--- config.mk ---
export PLATFORM = sky130hd
export DESIGN_NAME = gemm_output_collector_flat
export DESIGN_NICKNAME = d
export VERILOG_FILES = /design/src/rtl/gemm_output_collector_pkg.sv /design/src/rtl/gemm_output_collector_if.sv /design/src/rtl/gemm_collector_fifo.sv /design/src/rtl/gemm_output_collector.sv /design/src/flat_wrapper.sv
export SDC_FILE = /design/constraint.sdc
export NUM_CORES = 1
export LEC_CHECK = 0
export ABC_AREA = 0
export CAP_MARGIN = 25
export CELL_PAD_IN_SITES_DETAIL_PLACEMENT = 1
export CELL_PAD_IN_SITES_GLOBAL_PLACEMENT = 2
export CORE_UTILIZATION = 45
export CTS_CLUSTER_SIZE = 40
export DETAILED_ROUTE_END_ITERATION = 10
export GPL_TIMING_DRIVEN = 0
export PLACE_DENSITY = 0.92
export RECOVER_POWER = 50
export SYNTH_ARGS = -nofsm -noshare
export SYNTH_HDL_FRONTEND = slang
export SYNTH_HIERARCHICAL = 1
export SYNTH_SLANG_ARGS = --single-unit
--- constraint.sdc ---
create_clock -name clk -period 34.5 [get_ports clk]
set_input_delay 10.35 -clock clk [delete_from_list [all_inputs] [get_ports clk]]
set_output_delay 10.35 -clock clk [all_outputs]
set_load 0.01 [all_outputs]
--- src/rtl/gemm_output_collector_pkg.sv ---
// gemm_output_collector_pkg: shared types and defaults for the GEMM output collector
package gemm_output_collector_pkg;
  typedef enum logic {COLL_IDLE, COLL_ACCUM} collector_state_t;
  localparam int DEFAULT_ACC_WIDTH = 16;
  localparam int DEFAULT_COLL_FIFO_DEPTH = 4;
endpackage

--- src/rtl/gemm_output_collector_if.sv ---
// gemm_output_collector_if: GEMM beat stream in, collected vector stream out
interface gemm_output_collector_if
  import gemm_output_collector_pkg::*;
#(
  parameter int SA_SIZE = 8,
  parameter int WEIGHT_ACTIVATION_SIZE = 8,
  parameter int ACC_WIDTH = DEFAULT_ACC_WIDTH,
  parameter int FIFO_DEPTH = DEFAULT_COLL_FIFO_DEPTH,
  parameter int TILE_CNT_WIDTH = 4
);
  logic [SA_SIZE-1:0][WEIGHT_ACTIVATION_SIZE-1:0] in_vec;
  logic in_valid;
  logic [TILE_CNT_WIDTH-1:0] num_tiles;
  logic clear;
  logic [SA_SIZE-1:0][ACC_WIDTH-1:0] out_vec;
  logic out_valid;
  logic out_ready;
  logic [$clog2(FIFO_DEPTH):0] fifo_count;
  logic overflow;
  logic busy;
  modport master (
    output in_vec, in_valid, num_tiles, clear, out_ready,
    input out_vec, out_valid, fifo_count, overflow, busy
  );
  modport slave (
    input in_vec, in_valid, num_tiles, clear, out_ready,
    output out_vec, out_valid, fifo_count, overflow, busy
  );
endinterface

--- src/rtl/gemm_collector_fifo.sv ---
// gemm_collector_fifo: vector-wide first-word-fall-through FIFO, head reads 0 when empty
module gemm_collector_fifo #(
  parameter int WIDTH = 128,
  parameter int DEPTH = 4,
  parameter int CW = $clog2(DEPTH) + 1
) (
  input  logic clk,
  input  logic reset,
  input  logic clear,
  input  logic push,
  input  logic pop,
  input  logic [WIDTH-1:0] din,
  output logic [WIDTH-1:0] dout,
  output logic full,
  output logic empty,
  output logic [CW-1:0] count
);
  localparam int AW = $clog2(DEPTH);
  logic [WIDTH-1:0] mem [DEPTH];
  logic [AW-1:0] wr, rd;
  logic do_push, do_pop;
  // a push into a full FIFO is only accepted when the head leaves in the same cycle
  always_comb begin
    empty = count == '0;
    full = count == CW'(DEPTH);
    do_pop = pop && !empty;
    do_push = push && (!full || do_pop);
    dout = empty ? '0 : mem[rd];
  end
  // pointers wrap naturally since DEPTH is a power of two
  always_ff @(posedge clk or posedge reset)
    if (reset) {wr, rd, count} <= '0;
    else if (clear) {wr, rd, count} <= '0;
    else begin
      wr <= wr + AW'(do_push);
      rd <= rd + AW'(do_pop);
      count <= count + CW'(do_push) - CW'(do_pop);
    end
  // storage needs no reset: empty forces the head to 0
  always_ff @(posedge clk)
    if (do_push && !clear) mem[wr] <= din;
endmodule

--- src/rtl/gemm_output_collector.sv ---
// gemm_output_collector: sums num_tiles GEMM output vectors and queues each sum in a FWFT FIFO
module gemm_output_collector
  import gemm_output_collector_pkg::*;
#(
  parameter int SA_SIZE = 8,
  parameter int WEIGHT_ACTIVATION_SIZE = 8,
  parameter int ACC_WIDTH = DEFAULT_ACC_WIDTH,
  parameter int FIFO_DEPTH = DEFAULT_COLL_FIFO_DEPTH,
  parameter int TILE_CNT_WIDTH = 4
) (
  input logic clk,
  input logic reset,
  gemm_output_collector_if.slave bus
);
  typedef logic [SA_SIZE-1:0][ACC_WIDTH-1:0] vec_t;
  collector_state_t state, state_nx;
  vec_t acc, sum, in_ext;
  logic [TILE_CNT_WIDTH-1:0] tile_cnt, tiles_lat, nt;
  logic push_q, full, empty, pop, last;
  // zero-extend the incoming beat and form the wrapping running sum
  always_comb begin
    in_ext = '0;
    sum = '0;
    for (int i = 0; i < SA_SIZE; i++) begin
      in_ext[i] = ACC_WIDTH'(bus.in_vec[i][WEIGHT_ACTIVATION_SIZE-1:0]);
      sum[i] = acc[i] + in_ext[i];
    end
    nt = bus.num_tiles == '0 ? TILE_CNT_WIDTH'(1) : bus.num_tiles;
    last = state == COLL_IDLE ? nt == TILE_CNT_WIDTH'(1) : tile_cnt == tiles_lat - TILE_CNT_WIDTH'(1);
    pop = !empty && bus.out_ready;
  end
  // state register; clear behaves like a synchronous reset
  always_ff @(posedge clk or posedge reset)
    if (reset) state <= COLL_IDLE;
    else state <= bus.clear ? COLL_IDLE : state_nx;
  // next state: only beats move the FSM, idle cycles hold it
  always_comb state_nx = bus.in_valid ? (last ? COLL_IDLE : COLL_ACCUM) : state;
  // FSM outputs
  always_comb begin
    bus.busy = state == COLL_ACCUM;
    bus.out_valid = !empty;
  end
  // acc doubles as the push data register: the completed sum lands in it one cycle before the FIFO write
  always_ff @(posedge clk or posedge reset)
    if (reset) {acc, tile_cnt, tiles_lat, push_q} <= '0;
    else if (bus.clear) {acc, tile_cnt, tiles_lat, push_q} <= '0;
    else begin
      push_q <= bus.in_valid && last;
      if (bus.in_valid) begin
        acc <= state == COLL_IDLE ? in_ext : sum;
        tile_cnt <= last ? '0 : tile_cnt + TILE_CNT_WIDTH'(1);
        if (state == COLL_IDLE) tiles_lat <= nt;
      end
    end
  // sticky flag for a completed group lost to a full FIFO
  always_ff @(posedge clk or posedge reset)
    if (reset) bus.overflow <= 1'b0;
    else if (bus.clear) bus.overflow <= 1'b0;
    else if (push_q && full && !pop) bus.overflow <= 1'b1;
  gemm_collector_fifo #(
    .WIDTH(SA_SIZE * ACC_WIDTH),
    .DEPTH(FIFO_DEPTH)
  ) u_fifo (
    .clk(clk),
    .reset(reset),
    .clear(bus.clear),
    .push(push_q),
    .pop(pop),
    .din(acc),
    .dout(bus.out_vec),
    .full(full),
    .empty(empty),
    .count(bus.fifo_count)
  );
endmodule

--- src/flat_wrapper.sv ---
// flat-port wrapper written by rule: the top's interface ports become plain ports
module gemm_output_collector_flat import gemm_output_collector_pkg::*;
#(
  parameter int SA_SIZE = 8,
  parameter int WEIGHT_ACTIVATION_SIZE = 8,
  parameter int ACC_WIDTH = DEFAULT_ACC_WIDTH,
  parameter int FIFO_DEPTH = DEFAULT_COLL_FIFO_DEPTH,
  parameter int TILE_CNT_WIDTH = 4
)
  (clk, reset, bus_in_vec, bus_in_valid, bus_num_tiles, bus_clear, bus_out_ready, bus_out_vec, bus_out_valid, bus_fifo_count, bus_overflow, bus_busy);
  gemm_output_collector_if #(.SA_SIZE(SA_SIZE), .WEIGHT_ACTIVATION_SIZE(WEIGHT_ACTIVATION_SIZE), .ACC_WIDTH(ACC_WIDTH), .FIFO_DEPTH(FIFO_DEPTH), .TILE_CNT_WIDTH(TILE_CNT_WIDTH)) bus_i ();
  input logic clk;
  input logic reset;
  input wire logic [$bits(bus_i.in_vec)-1:0] bus_in_vec;
  input wire logic [$bits(bus_i.in_valid)-1:0] bus_in_valid;
  input wire logic [$bits(bus_i.num_tiles)-1:0] bus_num_tiles;
  input wire logic [$bits(bus_i.clear)-1:0] bus_clear;
  input wire logic [$bits(bus_i.out_ready)-1:0] bus_out_ready;
  output wire logic [$bits(bus_i.out_vec)-1:0] bus_out_vec;
  output wire logic [$bits(bus_i.out_valid)-1:0] bus_out_valid;
  output wire logic [$bits(bus_i.fifo_count)-1:0] bus_fifo_count;
  output wire logic [$bits(bus_i.overflow)-1:0] bus_overflow;
  output wire logic [$bits(bus_i.busy)-1:0] bus_busy;
  assign bus_i.in_vec = bus_in_vec;
  assign bus_i.in_valid = bus_in_valid;
  assign bus_i.num_tiles = bus_num_tiles;
  assign bus_i.clear = bus_clear;
  assign bus_i.out_ready = bus_out_ready;
  assign bus_out_vec = bus_i.out_vec;
  assign bus_out_valid = bus_i.out_valid;
  assign bus_fifo_count = bus_i.fifo_count;
  assign bus_overflow = bus_i.overflow;
  assign bus_busy = bus_i.busy;
  gemm_output_collector #(.SA_SIZE(SA_SIZE), .WEIGHT_ACTIVATION_SIZE(WEIGHT_ACTIVATION_SIZE), .ACC_WIDTH(ACC_WIDTH), .FIFO_DEPTH(FIFO_DEPTH), .TILE_CNT_WIDTH(TILE_CNT_WIDTH)) u_core (.clk(clk), .reset(reset), .bus(bus_i));
endmodule
==> flow_summary.yaml <==
status:
  status: "finished with violations"
  violations: "capacitance limit, slew limit"
layout:
  area_delta_synth_final_pct: 20.7
  multiInputGateArea_sq_mm: 0.00958
  register_area_sq_mm: 0.0190
  layoutNonFillerInstCount: 3150
  fillers: 6103
  design_area_sq_mm: 0.0353
  postLayoutCoreUtil_pct: 54.9
  final_layout_size_suffix_gt1_share_pct: 15.5
  final_net_count: 2387
power:
  total_power_mw: 1.76
  peakVddDrop_uv: 29.8
  powerDensity_mw_per_mm2: 50.0
  total_leakage_power_nw: 12.5
die:
  die-area_sq_mm: 0.0660
  coreArea_sq_mm: 0.0643
  die_h_um: 257
  start_util_pct: 45.4
  rows: 93
  io_pins: 207
  die_width_um: 257
yosys:
  ys_top_cells_by_count: "512 x edfxtp_1, 155 x nor2_1, 146 x dfrtp_1"
  avgSynthCellArea_sq_um: 15.6
  synth.most_common_cell: "edfxtp_1"
  synthFlopType: "edfxtp_1"
  synth_compound_area_share_pct: 6.71
  synth-simple-area-share_pct: 8.65
  synth_area_sq_mm: 0.0292
  synth_top_area_share_pct: 52.6
  synth_top_area_cell: "edfxtp_1"
  async_flop_share_pct: 22.2
  yosysWarnings: 6
  synthXorXnorAreaFrac_pct: 2.38
  synth_top_family_by_area: "multiplexers"
  synth-adder-area-share_pct: 3.61
  synth_edf_count: 512
  synth.area.top_cells: "edfxtp_1 53%, dfrtp_1 12%, mux4_2 9.9%"
  synth.area.mux_share_pct: 11.4
  postSynthCellCount: 1880
  ys_seq_elements: 658
  synth_nets: 2032
  synth_cell_type_count: 71
  seq_area_frac_synth_pct: 65.1
global_route:
  antenna_found_initial: 5
  grt_remaining_overflow: 0
  grt_max_degree: 82
  grt_pass1_wl_mm: 125
  grt_pass1_vias: 19700
  grt.total_usage_pct: 25.5
setup_path:
  startpoint_type: "primary input"
  crit_required_ns: 34.39
  critPathMaxStageDelay_ns: 2.69
  path_cells: "dlygate4sd3_1, clkinvlp_2, clkbuf_1"
  cp.arrival_ns: 16.18
  critPathTopFamily: "buffers and inverters"
  crit_path_max_fanout: 81
  path_buf_inv: 3
  critPathSlowestCell: "clkbuf_1"
  critical_path_class: "primary input to async pin"
  cp-end-kind: "async pin"
clock_tree:
  cts_resized: 0
  path_clk_slew_ns: 0.06
  cts.htree.levels: 3
  cts_hold_buf: 0
  post_cts_buffers: 0
  cts-root-buf: "clkbuf_16"
  cts_sinks: 658
  cts_buffers: 70
  clk_latency_ns: 0.63
  cts_tree: "built"
  clockBufferDepth: 3
drt:
  dr.pass1.iters: 5
  vias: 18400
  wl_per_cell_um: 26.4
  drt-initial-drc-count: 1319
  drc: 0
  via_per_inst: 5.83
  wl_mm: 83.1
  drtAntennaViolNets: 0
sta:
  hold_slack_ns: 0.537
  slew_viol_final: 154
  setup_violations: 0
  final_min_period_over_clock_period_pct: 47.2
  setup_tns_ns: 0
  finalClockSkew_ns: 0.0319
  period_minus_slack_ns: 16.29
  relSlewSlack_pct: -193
  fin_ws_ns: 18.21
  rsz0062_at_grt: "no"
  maxClockFrequency_ghz: 0.0614
  worst_slew_pin_slew_ns: 4.37
  finalHoldViolations: 0
placement:
  finalWeightedCongestion: 0.869
  dp_slack_ns: 20.35
  place_area_sq_mm: 0.0331
  dpl.cell_count: 3017
  io_buffer_count: 206
  hpwl_mm: 58.3
job:
  maxCapViolations: 5
min_path:
  min-delay-path-class: "flop to flop"
final cells by class:
type,instances,share of cell area (%)
sequential,658,53.9
antenna,2,0.0142
clock inverter,38,1.03
tap,855,3.03
multi-input combinational,1114,27.1
buffer,89,1.58
clock buffer,92,5.46
timing repair buffer,283,7.65
inverter,19,0.206
report_power, final:
| group | internal [mW] | switching (mW) |
|---|---|---|
| Sequential | 0.862 | 0.0153 |
| Combinational | 0.0528 | 0.0806 |
| Clock | 0.441 | 0.312 |
metal layers:
layer	GRT usage (%)	vias to the layer above	share of wire [%]
li1	-	7968	-
met1	32.8	9624	41
met2	43.5	625	50
met3	3.84	141	5.6
met4	10.0	0	3.4
met5	0	-	0
worst register-to-register path: stages, from the launching register on:
cell	delay (ns)
dfrtp_1	0.49
or3_1	0.49
clkbuf_1	0.43
inv_1	0.12
nor2b_1	0.30
nor4b_1	0.12
clkdlybuf4s25_1	0.37
nor4b_1	1.38
buf_6	0.26
buf_4	0.20
buf_4	0.21
buf_4	0.18
buf_4	0.18
buf_4	0.20
buf_4	0.21
buf_6	0.16
state kept, by name, indices dropped and copies added (netlist names):
signal,flops
u_core/u_fifo/mem,512
u_core/u_fifo/wr,2
u_core/tile_cnt,4
u_core/push_q,1
u_core/u_fifo/count,3
u_core/tiles_lat,4
u_core/bus.busy,1
u_core/acc,128
u_core/bus.overflow,1
u_core/u_fifo/rd,2
path summary, 6_finish.rpt:
check                                           end              startpoint  depth (start not counted)  slack, ns
setup / recovery                     u_core/acc[38]                   reset                          3      18.21
hold / removal                  u_core/bus.overflow     u_core/bus.overflow                          2       0.54
setup reg to reg           u_core/u_fifo/mem[1][46]  u_core/u_fifo/count[1]                         15      28.91
hold reg to reg                 u_core/bus.overflow     u_core/bus.overflow                          2       0.54
max in group clk           u_core/u_fifo/mem[1][46]           bus_out_ready                         13      20.19
min in group asynchronous    u_core/u_fifo/count[0]                   reset                          2      10.16
cells in the final DEF (no fill, tap or decap), types with 60 or more instances in the layout:
cell | netlist | routed
a21oi_1 | 67 | 67
nor2_1 | 155 | 155
clkbuf_16 | 0 | 73
ha_1 | 70 | 70
clkdlybuf4s50_1 | 0 | 197
edfxtp_1 | 512 | 512
mux4_2 | 128 | 128
dfrtp_1 | 146 | 146
a211oi_1 | 60 | 60
and2_1 | 133 | 131
cell families after synthesis:
kind of cell               after synthesis
muxes                                  173
adders and majority gates               79
and+or+nand+nor                        486
xor gates and xnor gates                78
AOI/OAI and AO/OA                      298
buffers and inverters                  108
DFF                                    658
Note: power is estimated with default switching activity, not from simulation.
